File: config.mk
export PLATFORM = sky130hd
export DESIGN_NAME = uart_ascii2dec_flat
export DESIGN_NICKNAME = d
export VERILOG_FILES = /design/src/rtl/uart_ascii2dec_if.sv /design/src/rtl/uart_ascii2dec.sv /design/src/flat_wrapper.sv
export SDC_FILE = /design/constraint.sdc
export NUM_CORES = 1
export LEC_CHECK = 0
export BUFFER_PORTS_ARGS = -buffer_cell sky130_fd_sc_hd__buf_2
export CORE_AREA = 2 2 100 102
export CTS_BUF_LIST = sky130_fd_sc_hd__clkbuf_16
export DETAILED_ROUTE_END_ITERATION = 6
export DIE_AREA = 0 0 102 104
export HOLD_SLACK_MARGIN = 0.12
export PLACE_DENSITY = 0.5
export SYNTH_ARGS = -nofsm -noshare
export SYNTH_HDL_FRONTEND = slang
export SYNTH_SLANG_ARGS = --single-unit
File: constraint.sdc
create_clock -name clk -period 4.7 [get_ports clk]
set_input_delay 0.47 -clock clk [delete_from_list [all_inputs] [get_ports clk]]
set_output_delay 0.47 -clock clk [all_outputs]
set_load 0.1 [all_outputs]
File: src/rtl/uart_ascii2dec_if.sv
// Bus bundle for uart_ascii2dec: serial line in, digit codes and strobes out.
interface uart_ascii2dec_if;
  logic       rx;
  logic [3:0] o_dec;
  logic       o_rd;
  logic       o_err;

  modport master (output rx, input o_dec, o_rd, o_err);
  modport slave  (input rx, output o_dec, o_rd, o_err);
endinterface

File: src/rtl/uart_ascii2dec.sv
// UART receiver that turns ASCII digits/space into 3-entry bursts of decimal codes.
// Define UART_PARITY_EN to expect an even-parity bit between the data and stop bits.
module uart_ascii2dec #(
  parameter int CLKS_PER_BIT = 434
) (
  input logic             clk,
  input logic             rst,
  uart_ascii2dec_if.slave bus
);

  localparam logic [15:0] BIT_END  = 16'(CLKS_PER_BIT - 1);
  localparam logic [15:0] HALF_END = 16'(CLKS_PER_BIT / 2 - 1);

`ifdef UART_PARITY_EN
  typedef enum logic [2:0] {IDLE, START, DATA, PARITY, STOP, BURST} state_t;
`else
  typedef enum logic [2:0] {IDLE, START, DATA, STOP, BURST} state_t;
`endif

  state_t          state_q, state_d;
  logic            rx_meta, rx_sync, line_high, fall;
  logic [1:0]      sync_ok;
  logic [15:0]     cnt_q, cnt_d;
  logic [2:0]      bit_q, bit_d;
  logic [7:0]      shreg_q, shreg_d;
  logic [2:0][3:0] buf_q, buf_d;
  logic [1:0]      fill_q, fill_d;
  logic [1:0]      phase_q, phase_d;
  logic            pend_q, pend_d;
  logic            err_q, err_d;
  logic            par_fail;
  logic [3:0]      code;
  logic [3:0]      dec;

  // line_high only becomes true once the synchronizer holds a real post-reset
  // sample, so a line already low at reset release never looks like a start bit
  always_ff @(posedge clk or negedge rst) begin
    if (!rst) begin
      rx_meta   <= 1'b1;
      rx_sync   <= 1'b1;
      sync_ok   <= 2'b00;
      line_high <= 1'b0;
    end else begin
      rx_meta   <= bus.rx;
      rx_sync   <= rx_meta;
      sync_ok   <= {sync_ok[0], 1'b1};
      line_high <= sync_ok[1] & rx_sync;
    end
  end

  assign fall = line_high & ~rx_sync;

`ifdef UART_PARITY_EN
  logic par_bad_q, par_bad_d;
  assign par_fail = par_bad_q;
`else
  assign par_fail = 1'b0;
`endif

  assign code = (shreg_q == 8'h20) ? 4'hF : shreg_q[3:0];

  always_ff @(posedge clk or negedge rst) begin
    if (!rst) begin
      state_q <= IDLE;
      cnt_q   <= '0;
      bit_q   <= '0;
      shreg_q <= '0;
      buf_q   <= {3{4'hF}};
      fill_q  <= '0;
      phase_q <= '0;
      pend_q  <= 1'b0;
      err_q   <= 1'b0;
`ifdef UART_PARITY_EN
      par_bad_q <= 1'b0;
`endif
    end else begin
      state_q <= state_d;
      cnt_q   <= cnt_d;
      bit_q   <= bit_d;
      shreg_q <= shreg_d;
      buf_q   <= buf_d;
      fill_q  <= fill_d;
      phase_q <= phase_d;
      pend_q  <= pend_d;
      err_q   <= err_d;
`ifdef UART_PARITY_EN
      par_bad_q <= par_bad_d;
`endif
    end
  end

  // A falling edge seen during BURST is remembered in pend with the baud counter
  // already running, so IDLE hands it straight to START without losing phase
  always_comb begin
    state_d = state_q;
    cnt_d   = cnt_q;
    bit_d   = bit_q;
    shreg_d = shreg_q;
    buf_d   = buf_q;
    fill_d  = fill_q;
    phase_d = 2'd0;
    pend_d  = pend_q;
    err_d   = 1'b0;
`ifdef UART_PARITY_EN
    par_bad_d = par_bad_q;
`endif
    case (state_q)
      IDLE: begin
        if (fall || pend_q) begin
          state_d = START;
          pend_d  = 1'b0;
          cnt_d   = pend_q ? cnt_q + 16'd1 : 16'd0;
        end
      end
      START: begin
        if (cnt_q >= HALF_END) begin
          cnt_d   = '0;
          bit_d   = '0;
          state_d = rx_sync ? IDLE : DATA;
`ifdef UART_PARITY_EN
          par_bad_d = 1'b0;
`endif
        end else begin
          cnt_d = cnt_q + 16'd1;
        end
      end
      DATA: begin
        if (cnt_q == BIT_END) begin
          cnt_d   = '0;
          shreg_d = {rx_sync, shreg_q[7:1]};
          bit_d   = bit_q + 3'd1;
          if (bit_q == 3'd7) begin
`ifdef UART_PARITY_EN
            state_d = PARITY;
`else
            state_d = STOP;
`endif
          end
        end else begin
          cnt_d = cnt_q + 16'd1;
        end
      end
`ifdef UART_PARITY_EN
      PARITY: begin
        if (cnt_q == BIT_END) begin
          cnt_d     = '0;
          par_bad_d = (^shreg_q) ^ rx_sync;
          state_d   = STOP;
        end else begin
          cnt_d = cnt_q + 16'd1;
        end
      end
`endif
      STOP: begin
        if (cnt_q == BIT_END) begin
          cnt_d   = '0;
          state_d = IDLE;
          if (!rx_sync || par_fail) begin
            err_d = 1'b1;
          end else if ((shreg_q >= 8'h30 && shreg_q <= 8'h39) || shreg_q == 8'h20) begin
            case (fill_q)
              2'd0:    buf_d[0] = code;
              2'd1:    buf_d[1] = code;
              default: buf_d[2] = code;
            endcase
            fill_d = fill_q + 2'd1;
            if (fill_q == 2'd2) state_d = BURST;
          end else if (shreg_q == 8'h0D || shreg_q == 8'h0A) begin
            if (fill_q != 2'd0) state_d = BURST;
          end else begin
            err_d = 1'b1;
          end
        end else begin
          cnt_d = cnt_q + 16'd1;
        end
      end
      BURST: begin
        phase_d = phase_q + 2'd1;
        if (fall) begin
          pend_d = 1'b1;
          cnt_d  = '0;
        end else if (pend_q) begin
          cnt_d = cnt_q + 16'd1;
        end
        if (phase_q == 2'd3) begin
          state_d = IDLE;
          fill_d  = '0;
          buf_d   = {3{4'hF}};
        end
      end
      default: state_d = IDLE;
    endcase
  end

  // o_dec trails o_rd by one cycle so each strobe is followed by its digit
  always_comb begin
    dec = 4'hF;
    if (state_q == BURST) begin
      case (phase_q)
        2'd1:    dec = buf_q[0];
        2'd2:    dec = buf_q[1];
        2'd3:    dec = buf_q[2];
        default: dec = 4'hF;
      endcase
    end
  end

  assign bus.o_dec = dec;
  assign bus.o_rd  = (state_q == BURST) && (phase_q != 2'd3);
  assign bus.o_err = err_q;

endmodule

File: src/flat_wrapper.sv
// flat-port wrapper written by rule: the top's interface ports become plain ports
module uart_ascii2dec_flat 
#(
  parameter int CLKS_PER_BIT = 434
)
  (clk, rst, bus_rx, bus_o_dec, bus_o_rd, bus_o_err);
  uart_ascii2dec_if bus_i ();
  input logic clk;
  input logic rst;
  input wire logic [$bits(bus_i.rx)-1:0] bus_rx;
  output wire logic [$bits(bus_i.o_dec)-1:0] bus_o_dec;
  output wire logic [$bits(bus_i.o_rd)-1:0] bus_o_rd;
  output wire logic [$bits(bus_i.o_err)-1:0] bus_o_err;
  assign bus_i.rx = bus_rx;
  assign bus_o_dec = bus_i.o_dec;
  assign bus_o_rd = bus_i.o_rd;
  assign bus_o_err = bus_i.o_err;
  uart_ascii2dec #(.CLKS_PER_BIT(CLKS_PER_BIT)) u_core (.clk(clk), .rst(rst), .bus(bus_i));
endmodule
* After elaboration in Yosys (flattened, before gate mapping) *
Index checks and enable logic that the tools add are counted.
Widths: inputs -> output; s select.

storage, ports and cells
  register bits = 53
  bits of input ports = 3
  word-level logic and storage cells = 124

cells by class
  order comparisons = 3
  bitwise logic cells = 3
  add/subtract/negate cells = 4
  equal/unequal tests = 28
  reduce and logical (&&, ||, !) cells = 23
  muxes and demuxes = 48

operators by type and width
  kind                   number
  $mux 16                6
  $pmux 16 s4            1
  $mux 12                4
  $mux 3                 13
  $pmux 12 s2            1
  $reduce_and 6->1       4
  $mux 4                 5
  $ne 2x1->1 const B     9
  $add 16x1->16 const B  1
  $eq 16x9->1 const B    1
  $eq 8x4->1 const B     2
  $ge 16x8->1 const B    1
  $pmux 3 s5             1
  $mux 2                 6
  $pmux 4 s3             1
  $reduce_and 3->1       3
  $eq 8x6->1 const B     1
  $ge 8x6->1 const B     1
  $le 8x6->1 const B     1
  $ne 2x2->1 const B     4
  $reduce_bool 2->1      4
  $mux 1                 7
  $eq 2x2->1 const B     3
  $eq 3x2->1 const B     2
  other kinds (19)       27

* Logic depth before layout (Yosys ltp) *
Gate-level depths: netlist of run 1.

  word-level depth = 7
  depth in mapped cells = 8

* Worst setup path before layout of run 1 *
OpenSTA, ideal clock, no wires.

  path kind = register to register
  start = register u_core.cnt_q[1]
  end = register u_core.bit_q[0]
  path slack = 2.185 ns
  stages on the path, launching flop included = 9
  arrival time = 2.390 ns
  path through = dfrtp_1 > inv_1 > ha_1 > or4b_1 > or4_1 > buf_2 > or3_1 > a21o_1 > mux2_4

on the way
  cells in the longest elaborated chain, start to end = 3

RTL lines
  element                                            RTL line                                      RTL
  from (decl)                                        uart_ascii2dec.sv:23                          logic [15:0] cnt_q, cnt_d;
  from (signal assigned)                             uart_ascii2dec.sv:78                          cnt_q <= cnt_d;
  $ge 16x8->1 / $eq 16x9->1 (equally long branches)  uart_ascii2dec.sv:116, uart_ascii2dec.sv:128
  $ne 2x1->1 (no source line)                        --
  $reduce_and 3->1 (no source line) (*)              --
  to (signal assigned)                               uart_ascii2dec.sv:79                          bit_q <= bit_d;
  to (decl)                                          uart_ascii2dec.sv:24                          logic [2:0] bit_q, bit_d;

Mark *: on every way between the ends. The rest lies on a longest branch, timed or not.
A chain may end at the register's enable or synchronous reset.

* Worst setup path after layout of run 1 *
  start = register u_core.cnt_q[1]
  end = register u_core.shreg_q[4]

on the way
  cells in the longest elaborated chain, start to end = 2

RTL lines
  element                            RTL line               RTL
  $eq 16x9->1                        uart_ascii2dec.sv:128  if (cnt_q == BIT_END) begin
  $reduce_and 2->1 (no source line)  --
  to (signal assigned)               uart_ascii2dec.sv:80   shreg_q <= shreg_d;
  to (decl)                          uart_ascii2dec.sv:25   logic [7:0] shreg_q, shreg_d;

Every way passes these cells.

==> reports/qor.txt, run 1 <==
Run status: completed
Post-Synth Adder-Cell Area: 5.37%
Mapped Area: 0.00279 sq mm
CP Capture Type: register
Metal-1 WL: 2.97 mm
GR Overflow Total: 0
CTS tree: built
Largest net degree at the start of global routing: 54
Final setup violation count: 0
Total Power: 1.06 mW
RSZ-0062 raised after global routing: no
Post-synthesis xor/xnor area fraction: 1.57%
# hold bufs at CTS: 0
Pwr dens: 337 mW/mm^2
Setup slack, reg-to-reg: 1.75 ns
Post-route cell area: 0.00313 sq mm
Layout cells sized above 1: 25.0%
Hpwl dp: 3.96 mm
Worst Hold Class: in2async
Vias: 2044
CP bufs+invs: 1
Number of synthesized flops with an enable pin: 0
Dominant synthesized flop cell: dfrtp_1
Final period util: 62.8%
TritonCTS sink count: 53
Mux contribution to synthesized area: 9.36%
Core ar.: 0.00955 sq mm
Placed cell areas: 0.00299 sq mm
R2r startpoint: u_core.cnt_q[1]
Routed wl met2: 2.56 mm
Synth Warn #: 0
Max-cap violations: 0
Sw Ratio: 28.8%
CP top delay family: simple AND/OR/NAND/NOR gates
Post-route ant nets: 0
Combinational share of power: 13.7%
Root buffer cell: clkbuf_16
First-pass GRT wire length: 9.74 mm
Die area: 0.0106 sq mm
Maximum VDD drop: 179 uV
Seq cells post-synth: 53
Area delta synth->final: 12.1%
NetSw: 304 uW
Worst Path Arrival: 3.12 ns
Initial cell density of the core: 29.3%
Flop pwr share: 51.6%
Internal: 752 uW
Post-synth top area cell: dfrtp_1
Leak Pwr: 1.37 nW
Dpl cells: 405
Worst path cell trace: inv_1 -> ha_1 -> or4b_1 -> or4_1 -> nor2_1 -> mux2_2
Max clock buf depth: 2
Syn_nets: 285
Starting DRT DRC Count: 105
Hold_ws: 0.277 ns
Row count: 36
Reg-to-reg endpoint: u_core.shreg_q[4]
Vias in the first global route: 1950
Residual DRC: 0
Worst-path maximum fanout: 11
GPL Wtd Cong: 0.800
Final min period: 2.95 ns
Final Hold Fails: 0
DR WL/cell: 13.7 um
Setup TNS: 0 ns
Crit Path Category: reg2reg
Post-Route WL: 5.68 mm
Io pins: 9
Antenna Cells: 0
Required @ worst endpoint: 4.87 ns
Peak Freq: 339 MHz
Post-synthesis simple-gate area fraction: 19.6%
CTS Buf Count: 5
Final worst slack: 1.75 ns
Post-route insts no fill: 413
Clk pwr share: 34.8%
Die Ht: 104 um
Placement Setup Slack: 1.80 ns
Most frequent cells after synthesis: dfrtp_1, nand2_1, mux2_2
Die Width: 102 um
Compound-Gate Fraction of Synth Area: 12.5%
Share of the yosys chip area belonging to registers: 48.1%
DR top layer: met4
CTS H-tree depth: 2
Worst reg-to-reg path cell count: 6
Post-synthesis async set-or-reset flop share: 100%
Max Slew Vio Count: 0
Slowest-stage cell, CP: nor2_1
Most common cell in the netlist: dfrtp_1
Router iterations before antenna repair: 4
Post-Syn Instances: 270
Worst-path clk slew: 0.07 ns
Initial antenna violation count: 0
CP max stage delay: 0.67 ns
Routed wl met3: 81 um
Fin Clk Skew: 0.00832 ns
Nets: 294
Yosys cell types: 51
Via density per instance: 4.95
Global Route Usage Sum: 11.3%
Startpoint types: register
Count of buffers from port buffering: 8
Slew @ Worst Pin: 0.802 ns
Clk Latency, worst-skew pair: 0.29 ns
Largest family of logic cells by synthesized area: simple AND/OR/NAND/NOR gates
Fin util: 32.8%
Post-CTS Setup Inserts: 0
# resized after CTS: 0
Yosys top cell area share: 34.9%
Area contributors post-synth: dfrtp_1, dfstp_2, mux2_2
Slew headroom: 46.3%
Mapped Avg Cell Area: 10.3 sq um
==> routing by layer <==
metal	up-vias	global-route usage (%)
li1	1001	-
met1	1020	17.5
met2	19	16.0
met3	4	1.81
met4	0	3.43
met5	-	0
==> power by group through the flow <==
| stage | logic [mW] | registers (mW) | clock network, mW |
|---|---|---|---|
| global placement | 0.146 | 0.550 | 0 |
| floorplan | 0.127 | 0.528 | 0 |
| finish | 0.144 | 0.545 | 0.367 |
| global route | 0.167 | 0.551 | 0.404 |
| CTS | 0.146 | 0.543 | 0.386 |
| detailed placement | 0.145 | 0.551 | 0 |
==> logic make-up after synthesis <==
family	Yosys count
AND/OR/NAND/NOR	102
flip-flops	53
AO/OA/AOI/OAI	50
buffers and inverters	24
multiplexers	23
adder cells (fa/ha/maj)	12
XOR/XNOR	5
other	1
==> placed cells by master, fill, tap and decap left out, types with 3 or more instances in the layout <==
master | netlist | final
dfstp_2 | 14 | 14
and3_1 | 5 | 5
nand3_1 | 6 | 6
dfrtp_1 | 39 | 39
buf_2 | 3 | 8
buf_4 | 0 | 3
nand2_1 | 22 | 22
nand2b_1 | 3 | 3
or2_2 | 10 | 10
mux2_2 | 21 | 21
a222oi_1 | 4 | 4
nor3_1 | 9 | 9
nor2_1 | 19 | 19
xor2_1 | 4 | 4
a21oi_1 | 6 | 6
o22ai_1 | 5 | 5
nor4_1 | 3 | 3
o211ai_1 | 3 | 3
or3_1 | 4 | 4
o21ai_0 | 12 | 12
ha_1 | 12 | 12
clkbuf_16 | 0 | 5
nand4_1 | 10 | 10
inv_1 | 15 | 15
==> worst max path at each step <==
stage | start | to | slack [ns] | cells past startpoint
finish | u_core.cnt_q[1] | u_core.shreg_q[4] | 1.75 | 6
global route | u_core.cnt_q[1] | u_core.shreg_q[4] | 1.59 | 6
CTS | u_core.cnt_q[1] | u_core.shreg_q[4] | 1.75 | 6
detailed placement | u_core.cnt_q[1] | u_core.shreg_q[3] | 1.80 | 6
global placement | u_core.cnt_q[1] | u_core.shreg_q[6] | 1.78 | 6
floorplan | u_core.cnt_q[1] | u_core.bit_q[0] | 2.18 | 8
==> state kept, by name, indices dropped and copies added (netlist names) <==
| register | flops |
|---|---|
| u_core.bit_q | 3 |
| u_core.buf_q | 12 |
| u_core.bus.o_err | 1 |
| u_core.cnt_q | 16 |
| u_core.fill_q | 2 |
| u_core.line_high | 1 |
| u_core.pend_q | 1 |
| u_core.phase_q | 2 |
| u_core.rx_meta | 1 |
| u_core.rx_sync | 1 |
| u_core.shreg_q | 8 |
| u_core.state_q | 3 |
| u_core.sync_ok | 2 |
==> layout make-up <==
| type | instances | area (sq um) |
|---|---|---|
| Clock buffer | 5 | 125 |
| Clock inverter | 3 | 21.3 |
| Fill cell | 1006 | 6420 |
| Inverter | 15 | 56.3 |
| Multi-Input combinational cell | 193 | 1360 |
| Sequential cell | 53 | 1340 |
| Tap cell | 133 | 166 |
| Timing Repair Buffer | 11 | 62.6 |
==> worst reg2reg max path, cell delays in order, from the launching register on <==
cell     delay (ns)
dfrtp_1        0.40
inv_1          0.10
ha_1           0.15
or4b_1         0.46
or4_1          0.64
nor2_1         0.68
mux2_2         0.42
(Power assumes the default switching activity.)
==> inputs of run 2 (changes only) <==
Clock period 4.7 ns to 3.05 ns, I/O delays scaled along.
==> reports/qor.txt, run 2 (synthesis results as in run 1) <==
RSZ-0062 raised after global routing: no
Final setup violation count: 0
Fin util: 33.4%
GR Overflow Total: 0
Required @ worst endpoint: 3.23 ns
Run status: completed
Final min period: 2.66 ns
Layout cells sized above 1: 24.9%
Top flop regs: u_core.cnt_q: 16 flops, u_core.buf_q: 12 flops, u_core.shreg_q: 8 flops
# hold bufs at CTS: 2
Row count: 36
Max-cap violations: 0
Die Ht: 104 um
GPL Wtd Cong: 0.759
CP Capture Type: register
Area delta synth->final: 14.0%
Hpwl dp: 4.15 mm
Post-route ant nets: 0
Vias: 2072
Router iterations before antenna repair: 5
Via density per instance: 4.96
Worst-path clk slew: 0.07 ns
Largest net degree at the start of global routing: 23
Nets: 299
Slew headroom: 64.6%
Startpoint types: register
Die Width: 102 um
Max reg flops: 16
Max clock buf depth: 2
Most flops, register: u_core.cnt_q
Io pins: 9
Leak Pwr: 1.41 nW
Total Power: 1.67 mW
Starting DRT DRC Count: 115
CTS H-tree depth: 2
Clk Latency, worst-skew pair: 0.29 ns
Initial cell density of the core: 29.3%
CTS Buf Count: 5
Slew @ Worst Pin: 0.527 ns
Residual DRC: 0
Worst Hold Class: reg2reg
TritonCTS sink count: 53
Reg area: 0.00134 sq mm
Multi-input gate area: 0.00136 sq mm
Initial antenna violation count: 0
Post-Route WL: 5.88 mm
Crit Path Category: reg2reg
Global Route Usage Sum: 11.9%
Die area: 0.0106 sq mm
Maximum VDD drop: 215 uV
CTS tree: built
First-pass GRT wire length: 10.1 mm
Fin Clk Skew: 0.00417 ns
# fillers: 1005
Final Hold Fails: 0
Post-CTS Setup Inserts: 0
Final period util: 87.4%
Vias in the first global route: 2042
Antenna Cells: 0
Count of buffers from port buffering: 8
Commonest non-fill, non-tap cells in the layout: dfrtp_1, nand2_1, mux2_2
Worst-path maximum fanout: 6
Peak Freq: 375 MHz
Worst Path Arrival: 2.84 ns
# resized after CTS: 0
Max Slew Vio Count: 0
DR WL/cell: 14.1 um
Pwr dens: 524 mW/mm^2
Setup TNS: 0 ns
Commonest non-fill, non-tap cell in the layout: dfrtp_1
Core ar.: 0.00955 sq mm
Root buffer cell: clkbuf_16
run 2: changes by cell type in the layout (fill, tap and decap cells not counted), sizes merged:
cell         before  now
buf              11   14
dlygate4sd3       0    2
clkbuf            5    6
clkinvlp          1    0
run 2: power by group:
part / total, mW / internal, mW / leakage, nW / switching, mW
clock: 0.599 / 0.349 / 0.0808 / 0.250
sequential: 0.840 / 0.759 / 0.666 / 0.0808
combinational: 0.229 / 0.0960 / 0.662 / 0.133
total: 1.67 / 1.20 / 1.41 / 0.464
run 2: worst paths after layout:
path / startpoint / to / slack [ns] / cells past startpoint
max in group asynchronous: rst / u_core.buf_q[8] / 1.80 / 3
worst max register to register: u_core.cnt_q[1] / u_core.bit_q[0] / 0.39 / 7
worst min-delay path: u_core.sync_ok[0] / u_core.sync_ok[1] / 0.35 / 0
worst min register to register: u_core.sync_ok[0] / u_core.sync_ok[1] / 0.35 / 0
worst max-delay path: u_core.cnt_q[1] / u_core.bit_q[0] / 0.39 / 7
min in group asynchronous: rst / u_core.cnt_q[10] / 0.51 / 2
run 2: cell type report:
class	count	area share [%]
Timing Repair Buffer	16	3.30
Clock buffer	6	4.71
Sequential cell	53	42.2
Multi-Input combinational cell	193	42.6
Clock inverter	2	0.236
Tap cell	133	5.22
Inverter	15	1.77
run 2: layer usage:
layer | vias to the layer above | GRT usage [%] | wire length, um
li1 | 1008 | - | -
met1 | 1029 | 17.2 | 2940
met2 | 29 | 17.9 | 2710
met3 | 6 | 1.41 | 128
met4 | 0 | 4.76 | 93
met5 | - | 0 | 0
run 2: per-stage QoR:
| step | area, sq um | hold WS, ns | instances | setup slack [ns] |
|---|---|---|---|---|
| 4_1_cts | 3190 | 0.358 | 418 | 0.405 |
| 3_5_place_dp | 3010 | 0.310 | 408 | 0.418 |
| 6_report | 3190 | 0.353 | 418 | 0.386 |
| 2_1_floorplan | 2790 | 0.00941 | 270 | 0.535 |
| 5_1_grt | 3190 | 0.362 | 418 | 0.304 |
| 3_3_place_gp | 3010 | 0.296 | 408 | 0.440 |
run 2: worst max-delay path: stages, from the launching register on:
cell,delay [ns]
dfrtp_1,0.40
inv_1,0.10
ha_1,0.14
or4b_1,0.47
or4_1,0.64
or3_1,0.35
a21o_1,0.21
mux2_4,0.25
==> inputs of run 3 (changes only) <==
Settings changed: CORE_AREA 2 2 100 102 to 4 4 102 104, DIE_AREA 0 0 102 104 to 0 0 106 108, PLACE_DENSITY 0.5 to 0.51.
Clock period 3.05 ns to 2.18 ns, I/O delays scaled along.
==> reports/qor.txt, run 3 (synthesis results as in run 1) <==
Starting DRT DRC Count: 147
Final min period: 2.41 ns
Crit Path Category: reg2reg
Failing checks: setup timing
Pwr dens: 706 mW/mm^2
Slew headroom: 55.5%
Setup slack, reg-to-reg: -0.23 ns
Peak Freq: 415 MHz
GPL Wtd Cong: 0.813
Residual DRC: 0
Vias in the first global route: 2221
Antenna Cells: 0
Area delta synth->final: 30.6%
Maximum VDD drop: 296 uV
Max clock buf depth: 2
Post-Route WL: 6.38 mm
CTS H-tree depth: 2
Final Hold Fails: 0
Fin Clk Skew: 0.00832 ns
Slew @ Worst Pin: 0.667 ns
Count of buffers from port buffering: 8
Hpwl dp: 4.39 mm
Global Route Usage Sum: 11.7%
Met3 usage: 1.97%
Die Ht: 108 um
Worst reg-to-reg path cell count: 8
Commonest non-fill, non-tap cell in the layout: buf_4
Worst-path maximum fanout: 4
Max reg flops: 16
Commonest non-fill, non-tap cells in the layout: buf_4, dfrtp_1, nand2_1
Required @ worst endpoint: 2.41 ns
Leak Pwr: 1.63 nW
Final setup violation count: 39
Io pins: 9
CP endpoint: u_core.buf_q[4]
Core ar.: 0.00955 sq mm
TritonCTS sink count: 53
Post-route ant nets: 0
CTS tree: built
Nets: 341
Final period util: 111%
DR WL/cell: 13.9 um
Run status: finished with violations
Initial cell density of the core: 29.3%
Die area: 0.0114 sq mm
First-pass GRT wire length: 10.9 mm
Max Slew Vio Count: 0
Worst-path clk slew: 0.07 ns
RSZ-0062 raised after global routing: yes
Worst Path Arrival: 2.64 ns
Initial antenna violation count: 0
R2r startpoint: u_core.cnt_q[1]
Row count: 36
Final worst slack: -0.230 ns
Met2 usage: 19.6%
Total Power: 2.58 mW
Layout cells sized above 1: 38.8%
GR Overflow Total: 0
Top flop regs: u_core.cnt_q: 16 flops, u_core.buf_q: 12 flops, u_core.shreg_q: 8 flops
Setup TNS: -4.95 ns
Vias: 2237
Met1 Usage GRT: 15.5%
Setup crit start: u_core.cnt_q[1]
Worst Hold Class: reg2reg
Max-cap violations: 0
Router iterations before antenna repair: 4
Clk Latency, worst-skew pair: 0.29 ns
Die Width: 106 um
Largest net degree at the start of global routing: 54
CTS Buf Count: 5
Most flops, register: u_core.cnt_q
Startpoint types: register
CP Capture Type: register
Hold path startpoint: u_core.rx_meta
GR peak layer: met2
Via density per instance: 4.86
Reg-to-reg endpoint: u_core.buf_q[4]
Root buffer cell: clkbuf_16
Worst hold stages: 0
==> run 3: where the power goes <==
part	internal (mW)	switching, mW	total [mW]
Combinational	0.275	0.297	0.572
Clock	0.494	0.363	0.857
Sequential	1.06	0.0851	1.15
Total	1.83	0.744	2.58
==> run 3: layout make-up <==
type | instances | area [sq um]
clock buffers | 6 | 150
clock inverters | 2 | 12.5
fillers | 952 | 5900
inverters | 15 | 60.1
multi-input cells | 193 | 1460
flip-flops and latches | 53 | 1340
well taps | 133 | 166
repair buffers | 58 | 462
==> run 3: through the flow <==
step / cell area, sq um / util, % / hold WS, ns / setup slack [ns] / cells
finish: 3650 / 38.2 / 0.358 / -0.230 / 460
global route: 3650 / 38.2 / 0.363 / -0.296 / 460
CTS: 3570 / 37.4 / 0.359 / -0.200 / 456
detailed placement: 3290 / 34.4 / 0.330 / -0.304 / 441
global placement: 3290 / 34.4 / 0.329 / -0.262 / 441
floorplan: 2820 / - / -0.0776 / -0.194 / 270
==> run 3: worst min path at each step <==
stage	to
floorplan	u_core.bit_q[0]
global placement	u_core.rx_meta
detailed placement	u_core.rx_meta
CTS	u_core.rx_sync
global route	u_core.rx_sync
finish	u_core.rx_sync
==> run 3: per-layer routing <==
metal  wire [um]  part of all wire, %
met1        3070                   48
met2        2950                   46
met3         231                  3.6
met4         121                  1.9
met5           0                    0
==> run 3: critical path, stage by stage (launching register included) <==
cell,delay (ns)
dfrtp_1,0.39
inv_2,0.08
ha_4,0.11
or4b_4,0.47
or4_4,0.47
buf_6,0.14
nand2_4,0.07
nand4_1,0.24
mux2_4,0.38
==> run 3: repair_timing <==
item,4_1_cts,5_1_grt
hold buffers,2,0
hold endpoints to repair,40,0
buffers inserted,5,3
endpoints found under the setup margin,43,48
gates cloned,0,1
gates resized for setup,14,11
pin swaps,4,3
